## src/rtl/noc_pkg.sv

```systemverilog
// Shared NoC router definitions: default flit/VC sizing and width helpers.
package noc_pkg;

  localparam int unsigned FLIT_WIDTH = 8;
  localparam int unsigned DEF_NUM_VC = 2;

  function automatic int unsigned clog2(input int unsigned value);
    int unsigned r;
    r = 0;
    while ((r < 32) && ((64'd1 << r) < 64'(value))) r++;
    return r;
  endfunction

  // A single-VC build still needs a one-bit select field.
  function automatic int unsigned vc_width(input int unsigned num_vc);
    return (num_vc > 1) ? clog2(num_vc) : 1;
  endfunction

  typedef logic [vc_width(DEF_NUM_VC)-1:0] vc_idx_t;

endpackage

```

## src/rtl/fifo_channel.sv

```systemverilog
// One virtual-channel circular queue: storage, pointers, occupancy and registered flags.
module fifo_channel
  import noc_pkg::*;
#(
  parameter  int unsigned DATA_WIDTH = FLIT_WIDTH,
  parameter  int unsigned DEPTH      = 8,
  parameter  int unsigned AF_LEVEL   = 6,
  localparam int unsigned CW         = clog2(DEPTH + 1)
) (
  input  logic                  clk,
  input  logic                  rst_n,
  input  logic                  push,
  input  logic                  pop,
  input  logic [DATA_WIDTH-1:0] din,
  output logic [DATA_WIDTH-1:0] dout,
  output logic [CW-1:0]         count,
  output logic                  empty,
  output logic                  full,
  output logic                  almost_full
);

  localparam int unsigned PW = clog2(DEPTH);

  logic [DATA_WIDTH-1:0] mem [DEPTH];
  logic [PW-1:0]         wr_ptr;
  logic [PW-1:0]         rd_ptr;
  logic [CW-1:0]         count_nxt;

  always_comb begin
    count_nxt = count;
    case ({push, pop})
      2'b10:   count_nxt = count + CW'(1);
      2'b01:   count_nxt = count - CW'(1);
      default: count_nxt = count;
    endcase
  end

  // Flags are registered from the next count so they line up with it.
  always_ff @(posedge clk or negedge rst_n) begin
    if (!rst_n) begin
      wr_ptr      <= '0;
      rd_ptr      <= '0;
      count       <= '0;
      empty       <= 1'b1;
      full        <= 1'b0;
      almost_full <= 1'b0;
    end else begin
      if (push) wr_ptr <= wr_ptr + PW'(1);
      if (pop)  rd_ptr <= rd_ptr + PW'(1);
      count       <= count_nxt;
      empty       <= (count_nxt == '0);
      full        <= (count_nxt == CW'(DEPTH));
      almost_full <= (count_nxt >= CW'(AF_LEVEL));
    end
  end

  always_ff @(posedge clk) begin
    if (push) mem[wr_ptr] <= din;
  end

  assign dout = mem[rd_ptr];

endmodule

```

## src/rtl/vc_fifo_buffer.sv

```systemverilog
// Multi-VC router input buffer: accept decoding, registered read port and error pulses.
module vc_fifo_buffer
  import noc_pkg::*;
#(
  parameter  int unsigned DATA_WIDTH = FLIT_WIDTH,
  parameter  int unsigned DEPTH      = 8,
  parameter  int unsigned NUM_VC     = DEF_NUM_VC,
  parameter  int unsigned AF_LEVEL   = 6,
  localparam int unsigned VCW        = vc_width(NUM_VC),
  localparam int unsigned CW         = clog2(DEPTH + 1)
) (
  input  logic                     clk,
  input  logic                     rst,
  input  logic [DATA_WIDTH-1:0]    Data_in,
  input  logic                     write,
  input  logic [VCW-1:0]           wr_vc,
  input  logic                     read,
  input  logic [VCW-1:0]           rd_vc,
  output logic [DATA_WIDTH-1:0]    Data_out,
  output logic                     out_valid,
  output logic [VCW-1:0]           out_vc,
  output logic [NUM_VC-1:0]        empty,
  output logic [NUM_VC-1:0]        full,
  output logic [NUM_VC-1:0]        almost_full,
  output logic [NUM_VC*CW-1:0]     count,
  output logic                     overflow,
  output logic                     underflow
);

  logic [DATA_WIDTH-1:0] head [NUM_VC];
  logic [NUM_VC-1:0]     rd_hit;
  logic [NUM_VC-1:0]     wr_sel;
  logic [DATA_WIDTH-1:0] rd_data_c;
  logic                  rd_ok_c;
  logic                  wr_ok_c;

  // Out-of-range VC indices match no channel, so they fall out as rejects.
  // A full VC still takes a write when the same VC is popped that edge.
  always_comb begin
    rd_hit    = '0;
    wr_sel    = '0;
    rd_data_c = '0;
    for (int unsigned i = 0; i < NUM_VC; i++) begin
      rd_hit[i] = read && (rd_vc == VCW'(i)) && !empty[i];
      wr_sel[i] = write && (wr_vc == VCW'(i)) && (!full[i] || rd_hit[i]);
      if (rd_hit[i]) rd_data_c = head[i];
    end
  end

  assign rd_ok_c = |rd_hit;
  assign wr_ok_c = |wr_sel;

  for (genvar i = 0; i < NUM_VC; i++) begin : g_vc
    fifo_channel #(
      .DATA_WIDTH (DATA_WIDTH),
      .DEPTH      (DEPTH),
      .AF_LEVEL   (AF_LEVEL)
    ) u_chan (
      .clk         (clk),
      .rst_n       (rst),
      .push        (wr_sel[i]),
      .pop         (rd_hit[i]),
      .din         (Data_in),
      .dout        (head[i]),
      .count       (count[i*CW +: CW]),
      .empty       (empty[i]),
      .full        (full[i]),
      .almost_full (almost_full[i])
    );
  end

  always_ff @(posedge clk or negedge rst) begin
    if (!rst) begin
      Data_out  <= '0;
      out_valid <= 1'b0;
      out_vc    <= '0;
      overflow  <= 1'b0;
      underflow <= 1'b0;
    end else begin
      out_valid <= rd_ok_c;
      if (rd_ok_c) begin
        Data_out <= rd_data_c;
        out_vc   <= rd_vc;
      end
      overflow  <= write && !wr_ok_c;
      underflow <= read && !rd_ok_c;
    end
  end

endmodule

```

## config.mk

```make
export PLATFORM = sky130hd
export DESIGN_NAME = vc_fifo_buffer
export DESIGN_NICKNAME = d
export VERILOG_FILES = /design/src/rtl/noc_pkg.sv /design/src/rtl/fifo_channel.sv /design/src/rtl/vc_fifo_buffer.sv
export SDC_FILE = /design/constraint.sdc
export NUM_CORES = 1
export LEC_CHECK = 0
export ABC_AREA = 1
export BUFFER_PORTS_ARGS = -buffer_cell sky130_fd_sc_hd__buf_4
export CAP_MARGIN = 20
export CORE_MARGIN = 2
export CORE_UTILIZATION = 60
export CTS_CLUSTER_DIAMETER = 200
export DETAILED_ROUTE_END_ITERATION = 8
export GPL_ROUTABILITY_DRIVEN = 0
export PLACE_DENSITY = 0.79
export SYNTH_ARGS = -nofsm -noshare
export SYNTH_HDL_FRONTEND = slang
export SYNTH_SLANG_ARGS = --single-unit
```

## constraint.sdc

```tcl
create_clock -name clk -period 2.2 [get_ports clk]
set_input_delay 0.11 -clock clk [delete_from_list [all_inputs] [get_ports clk]]
set_output_delay 0.11 -clock clk [all_outputs]
set_load 0.01 [all_outputs]
```

## After elaboration in Yosys (flattened, before gate mapping)

Memories as Yosys holds them, arrays and structs flattened.
Cells that the tools add are included.
W data, S select, Z words.

| operators by class | value |
|---|---|
| shift-type cells | 0 |
| equality and inequality tests | 6 |
| add/subtract/negate cells | 8 |
| multiplexer cells | 8 |
| divide/modulo/power cells | 0 |
| $mul | 0 |
| magnitude comparators | 2 |
| reductions and logical operators | 22 |
| bitwise logic cells | 2 |

Operator list:

| cell | count |
|---|---|
| $mux W8 | 2 |
| $pmux W4 S2 | 2 |
| $add A3 B1 Y3 const B | 4 |
| $logic_and A1 B1 Y1 | 10 |
| $add A4 B1 Y4 const B | 2 |
| $eq A4 B4 Y1 const B | 2 |
| $ge A4 B3 Y1 const B | 2 |
| $logic_not A4 Y1 | 2 |
| $sub A4 B1 Y4 const B | 2 |
| $logic_not A1 Y1 | 6 |
| $eq A2 B1 Y1 const B | 2 |
| $eq A2 B2 Y1 const B | 2 |
| $mux W1 | 4 |
| $reduce_or A2 Y1 | 2 |
| $logic_or A1 B1 Y1 | 2 |
| $not A1 Y1 | 2 |

| word-level totals | value |
|---|---|
| output and inout port bits | 26 |
| memories kept | 2 |
| bits in latches | 0 |
| register bits after elaboration | 38 |
| logic and storage cells | 67 |
| memory bits (writable) | 128 |
| ROM bits | 0 |

Memories:

| name | depth | bits a word | read ports | clocked after memory_dff | wr ports | RTL line | text |
|---|---|---|---|---|---|---|---|
| g_vc[0].u_chan.mem | 8 | 8 | 1 | 0 | 1 | fifo_channel.sv:24 | `logic [DATA_WIDTH-1:0] mem [DEPTH];` |
| g_vc[1].u_chan.mem | 8 | 8 | 1 | 0 | 1 | fifo_channel.sv:24 |  |

## Depth between registers and ports, before layout

| logic depth | value |
|---|---|
| word-level depth | 8 |
| gate-level depth with buffers | 16 |
| gate-level depth less buffers | 16 |

## By module

From an unflattened synthesis, not the netlist that was laid out.

| unflattened totals | value |
|---|---|
| cell total of the unflattened synthesis | 622 |
| area total of the unflattened synthesis | 7104.3 um^2 |

By module, submodules not included:

| module | area an instance (um^2) | seq. area each (um^2) | instances | cells each |
|---|---|---|---|---|
| fifo_channel at g_vc[0].u_chan | 3233.1 | 2248.4 | 1 | 279 |
| fifo_channel at g_vc[1].u_chan | 3228.1 | 2248.4 | 1 | 277 |
| vc_fifo_buffer | 643.1 | 300.3 | 1 | 66 |

## Worst setup path before layout

No wires, ideal clock.

| path | value |
|---|---|
| path type | register to register |
| from | register g_vc[1].u_chan.empty |
| to | register g_vc[1].u_chan.empty |
| setup slack | 0.147 ns |
| setup time | 0.067 ns |
| cell stages (with the launch flop) | 15 |
| data required time | 2.133 ns |
| clock period less this slack | 2.053 ns |
| data arrival time | 1.985 ns |
| path through | dfstp_2 nor2_1 nand2_1 inv_1 buf_2 ha_1 nand2_1 inv_1 nor2_1 ha_1 nand2_1 nand2_1 nor2_1 nand3_1 nor2_1 |

| on the way | value |
|---|---|
| longest elaborated chain between the ends | 7 |
| elaborated cells on any way between the ends | 8 |
| classes of those cells | eq/ne: 2; mux: 1; reduce/logical: 5 |

Ends and longest elaborated chain:

| element | RTL line | text |
|---|---|---|
| from (decl) | fifo_channel.sv:17 | `output logic empty,` |
| from (signal assigned) | fifo_channel.sv:51 | `empty <= (count_nxt == '0);` |
| $logic_not A1 Y1 * | vc_fifo_buffer.sv:44 | `rd_hit[i] = read && (rd_vc == VCW'(i)) && !empty[i];` |
| $logic_and A1 B1 Y1 * | vc_fifo_buffer.sv:44 |  |
| via g_vc[1].u_chan.pop | fifo_channel.sv:13 | `input logic pop,` |
| $logic_or A1 B1 Y1 | vc_fifo_buffer.sv:45 | `wr_sel[i] = write && (wr_vc == VCW'(i)) && (!full[i] \|\| rd_hit[i]);` |
| $logic_and A1 B1 Y1 | vc_fifo_buffer.sv:45 |  |
| $eq A2 B1 Y1 / $eq A2 B2 Y1 (equally long branches) | fifo_channel.sv:31 | `case ({push, pop})` |
| $pmux W4 S2 * | fifo_channel.sv:31 |  |
| via g_vc[1].u_chan.count_nxt[1] | fifo_channel.sv:27 | `logic [CW-1:0] count_nxt;` |
| $logic_not A4 Y1 * | fifo_channel.sv:51 |  |

Mark *: on every way through the listed nets, which the timed path passes. The rest lies on a longest branch.
A chain may end at the register's enable or synchronous reset.

## Worst setup path in the final report

| path | value |
|---|---|
| from | register g_vc[0].u_chan.empty |
| to | register g_vc[0].u_chan.empty |

| on the way | value |
|---|---|
| longest elaborated chain between the ends | 7 |
| elaborated cells on any way between the ends | 8 |
| classes of those cells | eq/ne: 2; mux: 1; reduce/logical: 5 |

Ends and longest elaborated chain:

| element | RTL line |
|---|---|
| from (decl) | fifo_channel.sv:17 |
| from (signal assigned) | fifo_channel.sv:51 |
| $logic_not A1 Y1 * | vc_fifo_buffer.sv:44 |
| $logic_and A1 B1 Y1 * | vc_fifo_buffer.sv:44 |
| $logic_or A1 B1 Y1 | vc_fifo_buffer.sv:45 |
| $logic_and A1 B1 Y1 | vc_fifo_buffer.sv:45 |
| $eq A2 B1 Y1 / $eq A2 B2 Y1 (equally long branches) | fifo_channel.sv:31 |
| $pmux W4 S2 * | fifo_channel.sv:31 |
| via g_vc[0].u_chan.count_nxt[1] | fifo_channel.sv:27 |
| $logic_not A4 Y1 * | fifo_channel.sv:51 |

Marks and branches as above.

==> flow_metrics.tcl <==
set metrics [dict create \
    ir_drop_uv 925 \
    critPathMostFrequentCell "nor2_1" \
    track_usage_pct 26.1 \
    cap_viol_max_count 0 \
    crit_slowest_cell "dfstp_2" \
    finalCriticalPeriod_ns 2.09 \
    post-route-drc-count 0 \
    syn2layout_area_growth_pct 16.7 \
    synth.most_common_cell "nor2_1" \
    cp_cell_sequence "nor2_2, nand2_2, nand2_1, nand2_2, ha_2, nor2_1, nor2_1, ha_1, nand2_1, nand2_1, nor2_1, nand3_1, nor2_1" \
    synth_nets 622 \
    critPathMaxFanout 5 \
    status "finished clean" \
    n_fill_cell 749 \
    ys_ff_latch 166 \
    hp-class "in -> reg" \
    drive_gt1_share_pct 16.4 \
    tightest_slew_ns 0.542 \
    die_h_um 111 \
    ys.flop_type "edfxtp_1" \
    syn_area_per_cell_sq_um 11.5 \
    dpl_cell_area_sq_um 7390 \
    root_buffer "clkbuf_16" \
    cp-end-kind "register" \
    rsz0062_at_grt "no" \
    synth.cell_area_sq_um 6880 \
    placementRows 39 \
    synth_top_area_share_pct 55.8 \
    synth_cell_types 27 \
    wl_per_cell_um 18.8 \
    slew-limit-headroom_pct 63.8 \
    n_antenna_cell 0 \
    crit_family "simple AND/OR/NAND/NOR gates" \
    ff2ff_setup_slack_ns 0.11 \
    startpoint_type "register" \
    synth_area_leaders "edfxtp_1 (56%), dfrtp_1 (13%), nor2_1 (7.3%), nand2_1 (4.0%), o21ai_0 (3.3%)" \
    worstPathRequired_ns 2.55 \
    stdcell_area_sq_um 8030 \
    synthTopCellsByCount "nor2_1 (133), edfxtp_1 (128), nand2_1 (73), o21ai_0 (45), nand3_1 (44)" \
    critPathMaxStageDelay_ns 0.54 \
    ys_warn_count 0 \
    crit_type "reg -> reg" \
    clk_pin_slew_ns 0.07 \
    synth.yosys.seq_area_share_pct 69.7 \
    start_util_pct 60.8 \
    grt_start_max_net_pins 39 \
    port_buffers 39 \
    core_area_sq_um 11300 \
    drt_pass1_iterations 5 \
    p_per_area_nw_per_um2 1320 \
    grt_overflow 0 \
    cts_setup_buffers 0 \
    die_w_um 111 \
    p_leak_nw 3.12 \
    tns_ns 0 \
    grt_pass1_wl_mm 24.6 \
    fmax_mhz 480 \
    maxSlewViolCount 0 \
    synthCells 598 \
    synth_top_cell_by_area "edfxtp_1" \
    antenna_found_initial 0 \
    setup_viol 0 \
    whs_ns 0.0304 \
    routed_via_density 5.89 \
    vias 4786 \
    path_buf_inv 0 \
    drt_iter0_markers 593 \
    async_flop_share_pct 22.9 \
    drt-total-wl_mm 15.2 \
    hpwl_mm 9.54 \
    final_nets 681 \
    finalClockSkew_ns 0.00619 \
    die-area_sq_um 12300 \
    final_hold_viol_count 0 \
    insertion_delay_ns 0.41 \
    cts_max_level 4 \
    cts_made_buffers 17 \
    timing.final.crit_share_pct 94.8 \
    clock_path_buffers 2 \
    tritoncts "built" \
    ant_nets 0 \
    cp.arrival_ns 2.43 \
    grt_pass1_vias 4880 \
    synth_edf_count 128 \
    cts.sinks 166 \
    num_io_pins 40 \
]
-- metrics by stage --
step / utilization (%) / setup slack (ns) / total power, mW / std cells
global placement: 65.3 / 0.203 / 7.46 / 778
detailed placement: 65.3 / 0.0862 / 7.63 / 778
CTS: 70.6 / 0.0720 / 10.6 / 813
finish: 70.9 / 0.115 / 10.6 / 813
global route: 70.9 / 0.00452 / 11.2 / 813
floorplan: - / 0.147 / 6.54 / 598
-- state kept, by name, summed over array words and instances (netlist names) --
register / flops
g_vc.u_chan.mem: 128
Data_out: 8
g_vc.u_chan.count: 8
g_vc.u_chan.rd_ptr: 6
g_vc.u_chan.wr_ptr: 6
g_vc.u_chan.almost_full: 2
g_vc.u_chan.empty: 2
g_vc.u_chan.full: 2
out_valid: 1
out_vc: 1
overflow: 1
underflow: 1
-- power breakdown --
part / internal (mW) / switching [mW] / leakage [nW]
clock: 1.68 / 1.22 / 0.285
sequential: 3.90 / 0.405 / 1.61
combinational: 1.25 / 2.13 / 1.22
total: 6.83 / 3.75 / 3.12
-- kinds of logic after synthesis --
| logic type | after synthesis | share of synthesized area [%] |
|---|---|---|
| simple gates | 258 | 15.2 |
| flops | 166 | 69.7 |
| compound gates | 96 | 7.85 |
| buf+inv | 56 | 3.87 |
| xor+xnor | 12 | 1.53 |
| fa+ha+maj | 10 | 1.82 |
-- layout by cell type, fill, tap and decap left out, types with 2 or more instances in the layout --
cell type,n
buf_4,65
nor2_1,133
inv_6,3
o21ai_1,25
bufinv_16,2
nand2_2,2
o211ai_1,24
nand3_1,44
or2_2,2
nand2_1,72
inv_1,24
clkbuf_16,17
ha_2,2
dfrtp_1,36
clkinv_1,4
dfstp_2,2
inv_2,2
xnor2_1,6
edfxtp_1,128
clkinv_2,3
xor2_1,6
dlygate4sd3_1,3
o21ai_0,45
ha_1,7
clkinv_4,3
-- area by class of cell --
| cell class | count | area (sq um) | area share [%] |
|---|---|---|---|
| Sequential cell | 166 | 4800 | 59.7 |
| Multi-Input combinational cell | 376 | 1850 | 23.0 |
| Timing Repair Buffer | 68 | 518 | 6.45 |
| Clock buffer | 17 | 425 | 5.30 |
| Tap cell | 143 | 179 | 2.23 |
| Clock inverter | 15 | 154 | 1.92 |
| Inverter | 28 | 105 | 1.31 |
-- final timing paths --
check | endpoint | start | depth (start not counted)
setup / recovery | g_vc[0].u_chan.empty$_DFF_PN1_ | g_vc[0].u_chan.empty$_DFF_PN1_ | 13
hold reg to reg | out_vc$_DFFE_PN0P_ | out_vc$_DFFE_PN0P_ | 2
hold / removal | g_vc[1].u_chan.mem[0][4]$_DFFE_PP_ | Data_in[4] | 1
setup reg to reg | g_vc[0].u_chan.empty$_DFF_PN1_ | g_vc[0].u_chan.empty$_DFF_PN1_ | 13
max in group asynchronous | g_vc[1].u_chan.empty$_DFF_PN1_ | rst | 2
min in group asynchronous | g_vc[1].u_chan.count[0]$_DFF_PN0_ | rst | 2
-- layer usage --
layer  global-route usage, %  part of all wire [%]  routed length [um]  up-vias
met5                       0                     0                   0        -
met1                    32.7                    39                5970     2341
met2                    43.7                    51                7710      224
met4                    11.6                   2.9                 442        0
met3                    6.34                   7.3                1120       37
li1                        -                     -                   -     2184
-- repair_timing --
item | CTS | global route
hold buffers | 3 | 0
hold endpoints to repair | 38 | 0
setup endpoints to repair | 0 | 6
gates resized for setup | 0 | 7
Note: power is estimated with default switching activity, not from simulation.
